File: config.mk
export PLATFORM = sky130hd
export DESIGN_NAME = instr_fetch
export DESIGN_NICKNAME = d
export VERILOG_FILES = /design/src/rtl/fetch_pkg.sv /design/src/rtl/fetch_buffer.sv /design/src/rtl/instr_fetch.sv
export SDC_FILE = /design/constraint.sdc
export NUM_CORES = 1
export LEC_CHECK = 0
export ABC_CLOCK_PERIOD_IN_PS = 4840
export CAP_MARGIN = 20
export CORE_MARGIN = 4
export CORE_UTILIZATION = 43
export DETAILED_ROUTE_END_ITERATION = 8
export GPL_TIMING_DRIVEN = 0
export HOLD_SLACK_MARGIN = 0.05
export PLACE_DENSITY = 0.68
export SLEW_MARGIN = 30
export SYNTH_ARGS = -nofsm -noshare
export SYNTH_HDL_FRONTEND = slang
export SYNTH_HIERARCHICAL = 1
export SYNTH_SLANG_ARGS = --single-unit
File: constraint.sdc
create_clock -name clk -period 4.84 [get_ports clk]
set_input_delay 0.484 -clock clk [delete_from_list [all_inputs] [get_ports clk]]
set_output_delay 0.484 -clock clk [all_outputs]
set_load 0.02 [all_outputs]
File: src/rtl/fetch_pkg.sv
// rtl/fetch_pkg.sv - shared types and constants for the instruction fetch stage
package fetch_pkg;

    typedef enum logic [1:0] {
        S_REQ   = 2'd0,
        S_WAIT  = 2'd1,
        S_FLUSH = 2'd2
    } fetch_state_t;

    localparam logic [31:0] RESET_PC  = 32'h0000_0000;
    localparam int          PC_STEP   = 4;
    localparam logic [31:0] INSTR_NOP = 32'h0000_0013;

endpackage

File: src/rtl/fetch_buffer.sv
// rtl/fetch_buffer.sv - small synchronous FIFO holding {pc, instr} fetch entries
module fetch_buffer #(
    parameter int DEPTH = 2,
    parameter int WIDTH = 64
) (
    input  logic                     clk,
    input  logic                     reset,
    input  logic                     push,
    input  logic [WIDTH-1:0]         push_data,
    input  logic                     pop,
    input  logic                     flush,
    output logic [WIDTH-1:0]         head_data,
    output logic                     full,
    output logic                     empty,
    output logic [$clog2(DEPTH):0]   count
);

    localparam int AW = $clog2(DEPTH);

    logic [WIDTH-1:0] mem_q [DEPTH];
    logic [AW-1:0]    wr_ptr_q;
    logic [AW-1:0]    rd_ptr_q;
    logic [AW:0]      count_q;
    logic             do_push;
    logic             do_pop;

    assign empty     = (count_q == '0);
    assign full      = (count_q == (AW+1)'(DEPTH));
    assign count     = count_q;
    assign head_data = mem_q[rd_ptr_q];

    assign do_pop  = pop & ~empty;
    // A push into a full buffer is only taken when the head leaves in the same cycle.
    assign do_push = push & (~full | do_pop);

    always_ff @(posedge clk or negedge reset) begin
        if (!reset) begin
            for (int i = 0; i < DEPTH; i++) begin
                mem_q[i] <= '0;
            end
            wr_ptr_q <= '0;
            rd_ptr_q <= '0;
            count_q  <= '0;
        end else if (flush) begin
            wr_ptr_q <= '0;
            rd_ptr_q <= '0;
            count_q  <= '0;
        end else begin
            if (do_push) begin
                mem_q[wr_ptr_q] <= push_data;
                wr_ptr_q        <= wr_ptr_q + 1'b1;
            end
            if (do_pop) begin
                rd_ptr_q <= rd_ptr_q + 1'b1;
            end
            count_q <= count_q + (AW+1)'(do_push) - (AW+1)'(do_pop);
        end
    end

endmodule

File: src/rtl/instr_fetch.sv
// rtl/instr_fetch.sv - fetch stage: request FSM, pc_next mux and decode-side buffer
module instr_fetch
    import fetch_pkg::*;
#(
    parameter int             XLEN      = 32,
    parameter logic [XLEN-1:0] RESET_PC = fetch_pkg::RESET_PC,
    parameter int             BUF_DEPTH = 2
) (
    input  logic            clk,
    input  logic            reset,
    input  logic [XLEN-1:0] pc,
    output logic [XLEN-1:0] pc_next,
    output logic            imem_req_valid,
    input  logic            imem_req_ready,
    output logic [XLEN-1:0] imem_req_addr,
    input  logic            imem_rsp_valid,
    input  logic [XLEN-1:0] imem_rsp_data,
    input  logic            redirect_valid,
    input  logic [XLEN-1:0] redirect_pc,
    output logic            inst_valid,
    input  logic            inst_ready,
    output logic [XLEN-1:0] inst_data,
    output logic [XLEN-1:0] inst_pc
);

    localparam int CW = $clog2(BUF_DEPTH) + 1;

    fetch_state_t      state_q;
    logic [XLEN-1:0]   req_pc_q;
    logic [2*XLEN-1:0] head_data;
    logic              buf_full;
    logic              buf_empty;
    logic [CW-1:0]     buf_count;
    logic              pending;
    logic              room;
    logic              req_accept;
    logic              buf_push;
    logic              buf_pop;

    assign pending    = (state_q != S_REQ);
    assign room       = ~buf_full & ((buf_count + CW'(pending)) < CW'(BUF_DEPTH));
    assign imem_req_valid = reset & (state_q == S_REQ) & room & ~redirect_valid;
    assign imem_req_addr  = pc;
    assign req_accept     = imem_req_valid & imem_req_ready;

    // Only a response to a live request may enter the buffer; a redirect kills it.
    assign buf_push = (state_q == S_WAIT) & imem_rsp_valid & ~redirect_valid;
    assign buf_pop  = inst_valid & inst_ready;

    always_comb begin
        pc_next = pc;
        if (!reset) begin
            pc_next = RESET_PC;
        end else if (redirect_valid) begin
            pc_next = {redirect_pc[XLEN-1:2], 2'b00};
        end else if (req_accept) begin
            pc_next = pc + XLEN'(PC_STEP);
        end
    end

    always_ff @(posedge clk or negedge reset) begin
        if (!reset) begin
            state_q  <= S_REQ;
            req_pc_q <= '0;
        end else begin
            case (state_q)
                S_REQ: begin
                    if (req_accept) begin
                        state_q  <= S_WAIT;
                        req_pc_q <= pc;
                    end
                end
                S_WAIT: begin
                    if (imem_rsp_valid) begin
                        state_q <= S_REQ;
                    end else if (redirect_valid) begin
                        state_q <= S_FLUSH;
                    end
                end
                S_FLUSH: begin
                    if (imem_rsp_valid) begin
                        state_q <= S_REQ;
                    end
                end
                default: state_q <= S_REQ;
            endcase
        end
    end

    fetch_buffer #(
        .DEPTH (BUF_DEPTH),
        .WIDTH (2*XLEN)
    ) u_buf (
        .clk       (clk),
        .reset     (reset),
        .push      (buf_push),
        .push_data ({req_pc_q, imem_rsp_data}),
        .pop       (buf_pop),
        .flush     (redirect_valid),
        .head_data (head_data),
        .full      (buf_full),
        .empty     (buf_empty),
        .count     (buf_count)
    );

    assign inst_valid = ~buf_empty;
    assign inst_pc    = head_data[2*XLEN-1:XLEN];
    assign inst_data  = head_data[XLEN-1:0];

endmodule

# After elaboration in Yosys (flattened, before gate mapping)
# Cells that the tools add are included.
# op_classes
n_addsub	6
order_cmp	4
eq_ne	6
mux	19
bitwise	16
n_reduce_logical	9
# ops
cell	count
$mux W64	4
$bwmux W128	1
$mux W32	3
$demux W64 S1	1
$add A32 B3 Y32 const B	1
$and A1 B1 Y1	10
$mux W2	5
$pmux W2 S3	1
$reduce_bool A2 Y1	3
$add A2 B1 Y2	2
$eq A2 B2 Y1 const B	2
$ge A2 B2 Y1 const B	2
$logic_not A2 Y1	2
$mux W1	4
$ne A2 B2 Y1 const B	2
$not A1 Y2	2
$reduce_and A2 Y1	2
$ne A3 B3 Y1 const B	1
$not A1 Y1	3
$reduce_and A3 Y1	1
$add A1 B1 Y1 const B	2
$eq A2 B1 Y1 const B	1
$lt A2 B1 Y1 const B	1
$lt A2 B2 Y1 const B	1
other kinds (3)	3
# word_totals
reg_bits	166
inputBits	102
out_inout_bits	130
elab_cells	67

# Depth between registers and ports, before layout
# logic_depth
depth_word	10
ltp_mapped	9
depth_no_buf	9

# Hierarchy
# The synthesis kept the hierarchy.
# modules_own_cells
module	n_inst	cells_each	area_per_inst_um2	seq_area_each_um2
fetch_buffer	1	365	5979.5	3303.2
instr_fetch	1	319	2758.9	850.8

# Worst setup path after synthesis
# OpenSTA, ideal clock, no wires.
# synth_path
kind	reg2out
start	reg u_buf.count_q[1], in the netlist u_buf/count[1]
end	out pc_next[19]
t_arrival_ns	2.461
required_time_ns	4.356
path_slack_ns	1.895
stages_incl_launch_ff	8
path_buffers	2
path_cell_list	dfrtp_1 > nor2b_1 > or4_4 > buf_6 > or3_4 > buf_6 > or4_1 > a31oi_1
# synth_between
elab_chain_cells	9
word_cells_on_any_way	11
cone_classes	add/sub (1); order compare (1); eq/ne (1); mux (3); bitwise (5)
# synth_lines
element	line	text
start, declared	fetch_buffer.sv:23	logic [AW:0] count_q;
start signal, assigned	fetch_buffer.sv:56	count_q <= count_q + (AW+1)'(do_push) - (AW+1)'(do_pop);
$eq A2 B2 Y1	fetch_buffer.sv:28	assign full = (count_q == (AW+1)'(DEPTH));
net buf_full	instr_fetch.sv:31	logic buf_full;
$not A1 Y1	instr_fetch.sv:41	assign room = ~buf_full & ((buf_count + CW'(pending)) < CW'(BUF_DEPTH));
$and A1 B1 Y1	instr_fetch.sv:41	
$and A1 B1 Y1 (2 in series)	instr_fetch.sv:42	assign imem_req_valid = reset & (state_q == S_REQ) & room & ~redirect_valid;
$and A1 B1 Y1	instr_fetch.sv:44	assign req_accept = imem_req_valid & imem_req_ready;
$mux W32	instr_fetch.sv:56	end else if (req_accept) begin
$mux W32	instr_fetch.sv:54	end else if (redirect_valid) begin
$mux W32	instr_fetch.sv:52	if (!reset) begin
end, declared	instr_fetch.sv:12	output logic [XLEN-1:0] pc_next,
# The timed path passes the listed nets, and every way through them passes these cells.

# Worst setup path after layout
# layout_path
start	in reset
end	out pc_next[21]
# layout_between
elab_chain_cells	7
# layout_lines
element	line	text
start, declared	instr_fetch.sv:10	input logic reset,
$and A1 B1 Y1 (3 in series)	instr_fetch.sv:42	
$and A1 B1 Y1	instr_fetch.sv:44	
$mux W32	instr_fetch.sv:56	
$mux W32	instr_fetch.sv:54	
$mux W32 *	instr_fetch.sv:52	
# Mark *: on every way between the ends. The rest lies on a longest branch, timed or not.

==> insert_results.sql <==
INSERT INTO impl_metrics (metric_group, metric, value, unit) VALUES
('worst_setup_path', 'worst_path_depth', '9', ''),
('yosys', 'synth_area', '8738', 'µm²'),
('timing', 'final_count_of_hold_timing_violations', '0', ''),
('yosys', 'share_of_the_yosys_chip_area_belonging_to_registers', '0.4754', ''),
('clocking', 'clock_path_buffers', '2', ''),
('yosys', 'synth.distinct_cells', '48', ''),
('yosys', 'syn-instance-count', '684', ''),
('cells_and_area', 'area.growth.synth_to_final', '37.37', '%'),
('worst_setup_path', 'cp_data_arrival_time', '3.99', 'ns'),
('yosys', 'synthesis.nets', '789', ''),
('die', 'die_height', '150.6', 'µm'),
('placed_design', 'preCtsSetupSlack', '0.1374', 'ns'),
('worst_setup_path', 'critical_path.top_delay_family', 'buffers and inverters', ''),
('yosys', 'netlist.top_cell.by_area', 'dfrtp_1', ''),
('power_and_ir_drop', 'power.leakage', '5.182', 'nW'),
('clocking', 'htreeDepth', '4', ''),
('timing', 'finClkSkew', '0.01096', 'ns'),
('timing', 'finalSetupViolCount', '0', ''),
('yosys', 'post_synth_main_area_contributors', 'dfrtp_1 (48%), mux2_2 (21%), mux2_4 (10%)', ''),
('global_routing', 'largest_net_degree_at_the_start_of_global_routing', '75', ''),
('clocking', 'clock_sink_count', '166', ''),
('worst_setup_path', 'path_max_fanout', '74', ''),
('worst_setup_path', 'crit_path_end_kind', 'output pin', ''),
('yosys', 'edff_count_synth', '0', ''),
('timing', 'rsz_0062_raised_after_global_routing', 'false', ''),
('worst_setup_path', 'largest_incremental_delay_on_the_critical_path', '0.69', 'ns'),
('worst_setup_path', 'critPathBufInv', '5', ''),
('yosys', 'ys_ff_latch', '166', ''),
('global_routing', 'grt_first_pass_wirelength', '37070', 'µm'),
('worst_setup_path', 'worst_ep_required_time', '4.36', 'ns'),
('timing', 'min_period_over_period', '0.9251', ''),
('timing', 'totalNegativeSetupSlack', '0', 'ns'),
('global_routing', 'grt_overflow_total', '0', ''),
('placed_design', 'gpl.final_weighted_congestion', '0.8595', ''),
('yosys', 'ys_async_sr_fraction', '1.000', ''),
('cells_and_area', 'final_nets', '1040', ''),
('route', 'dr_total_vias', '6501', ''),
('route', 'drt_pass1_iterations', '4', ''),
('yosys', 'synth_area_per_cell', '12.78', 'µm²'),
('yosys', 'yosysWarningCount', '6', ''),
('die', 'core_region_area', '19720', 'µm²'),
('route', 'antenna_left', '0', ''),
('power_and_ir_drop', 'vdd_drop_max', '187.3', 'µV'),
('die', 'initial_core_util', '0.4432', ''),
('die', 'die-width', '150.6', 'µm'),
('die', 'placement_rows', '51', ''),
('cells_and_area', 'insertedDiodeCount', '0', ''),
('clocking', 'cts_buffers', '17', ''),
('timing', 'hold_ws', '0.04421', 'ns'),
('placed_design', 'port-buffer-count', '228', ''),
('route', 'dr_vias_cell', '5.359', ''),
('worst_setup_path', 'cp_cell_sequence', 'buf_8 > buf_16 > clkbuf_1 > nand3b_1 > nor4_2 > buf_2 > a211oi_1 > nor3_1 > clkdlybuf4s50_1', ''),
('route', 'drt_drc_violations_left', '0', ''),
('timing', 'worst_slew_pin_slew', '0.7509', 'ns'),
('global_routing', 'via_count_of_the_first_global_routing_pass', '6703', ''),
('route', 'wire_per_inst', '19.76', 'µm'),
('route', 'drt_wl_total', '23970', 'µm'),
('global_routing', 'grt_usage', '0.2100', ''),
('status', 'outcome', 'finished clean', ''),
('die', 'floorplan.die_area', '22670', 'µm²'),
('worst_setup_path', 'critPathLaunchType', 'primary input', ''),
('clocking', 'cts_root_buf', 'clkbuf_16', ''),
('timing', 'tmin_final', '4.477', 'ns'),
('timing', 'max_slew_margin', '0.4975', ''),
('placed_design', 'place.detailed.hpwl', '17180', 'µm'),
('global_routing', 'antenna_found_initial', '2', ''),
('yosys', 'synthDominantCellAreaShare', '0.4754', ''),
('cells_and_area', 'drive_above_1_share', '0.3344', ''),
('hold_path', 'min_path_type', 'in -> async', ''),
('route', 'iteration_0_drc_count_of_the_detailed_router', '302', ''),
('clocking', 'clk_pin_slew_worst_setup_hold_paths', '0.06', 'ns'),
('worst_setup_path', 'critPathSlowestCell', 'nor4_2', ''),
('worst_setup_path', 'worst-setup-path-type', 'in -> out', ''),
('timing', 'max_freq', '223.3', 'MHz'),
('worst_setup_path', 'reg2reg_depth', '6', ''),
('yosys', 'primary_flip_flop_cell_chosen_by_synthesis_mapping', 'dfrtp_1', ''),
('job', 'drv_cap', '0', ''),
('clocking', 'clk-insertion-delay-late', '0.42', 'ns'),
('power_and_ir_drop', 'power_density', '353.9', 'nW/µm²'),
('timing', 'report.final.slew_viol_count', '0', ''),
('clocking', 'cts_tree', 'done', ''),
('die', 'ios', '232', ''),
('timing', 'setup_ws', '0.3626', 'ns');
## logic make-up after synthesis
group	count (synthesis)	share of synthesized area
adders and majority gates	3	0.004296
DFF	166	0.4754
buffers and inverters	83	0.06014
and+or+nand+nor	120	0.07832
AOI/OAI and AO/OA	78	0.05713
xor gates and xnor gates	9	0.009021
muxes	225	0.3157
## worst paths after layout
check,start,endpoint,slack [ns]
max,reset,pc_next[21],0.36
min,reset,u_buf/mem_q[69]$_DFFE_PN0P_,0.04
max reg2reg,u_buf/count[1]$_DFF_PN0_,req_pc_q[0]$_DFFE_PN0P_,2.09
min reg2reg,u_buf/mem_q[63]$_DFFE_PN0P_,u_buf/mem_q[63]$_DFFE_PN0P_,0.48
max in group asynchronous,reset,u_buf/mem_q[79]$_DFFE_PN0P_,4.00
min in group clk,u_buf/mem_q[63]$_DFFE_PN0P_,u_buf/mem_q[63]$_DFFE_PN0P_,0.48
## synthesized netlist by cell type (8+ instances only)
cell type,count
a21oi_1,9
a31oi_1,10
buf_4,37
buf_6,9
clkbuf_1,21
dfrtp_1,166
inv_1,9
mux2_2,161
mux2_4,60
nand2_1,26
nand3_1,17
nand4_1,8
nor2_1,12
nor3_1,8
nor4_1,10
o21ai_0,29
## worst reg2reg max path: cells and delay by family, from the launching register on
| family | cells | cell delay [ns] |
|---|---|---|
| multiplexers | 1 | 0.38 |
| flip-flops | 1 | 0.45 |
| buffers and inverters | 2 | 0.59 |
| AND/OR/NAND/NOR | 3 | 1.21 |
## stage by stage
step	total power [mW]	utilization	cell area [µm²]	std cells
2_1_floorplan	2.397	-	8738	684
3_3_place_gp	2.988	0.5757	11350	1177
3_5_place_dp	3.010	0.5788	11410	1179
4_1_cts	4.289	0.6082	11990	1213
5_1_grt	4.447	0.6088	12000	1213
6_report	4.248	0.6088	12000	1213
## cell usage in the layout, fill, tap and decap left out, types with 10 or more instances in the layout
cell type / n
a31oi_1: 10
o21ai_0: 29
clkbuf_16: 17
nand3_1: 17
mux2_4: 60
clkbuf_1: 22
buf_4: 37
nand2_1: 26
clkdlybuf4s50_1: 227
nor2_1: 12
dfrtp_1: 166
mux2_2: 161
## power by group
part	leakage [nW]	internal, mW	switching (mW)	total (mW)
Clock	0.259	0.671	0.596	1.27
Combinational	2.74	0.695	0.556	1.25
Sequential	2.18	1.61	0.119	1.73
## routing by layer
| metal | global-route usage | up-vias | part of all wire |
|---|---|---|---|
| met5 | 0 | - | 0.00092 |
| met4 | 0.04895 | 4 | 0.013 |
| met3 | 0.07134 | 28 | 0.087 |
| met2 | 0.3353 | 269 | 0.46 |
| met1 | 0.2772 | 3200 | 0.44 |
| li1 | - | 3000 | - |
## layout make-up
type	count	area [µm²]
Buffer	74	491.7
Clock buffer	18	429.2
Clock inverter	14	120.1
Fill cell	1660	7714
Inverter	9	33.78
Multi-Input combinational cell	435	4071
Sequential cell	166	4154
Tap cell	265	331.6
Timing Repair Buffer	232	2372
## sequential cells by signal, indices dropped and copies added, names as in the netlist
name	count
u_buf/mem_q	128
req_pc_q	32
state_q	2
u_buf/count	2
u_buf/rd_ptr_q	1
u_buf/wr_ptr_q	1
## repair_timing
| item | in CTS | in global routing |
|---|---|---|
| gates resized for setup | 0 | 0 |
| hold buffers | 2 | 0 |
| setup buffers | 0 | 0 |
| endpoints found under the hold margin | 38 | 0 |
(Power assumes the default switching activity.)
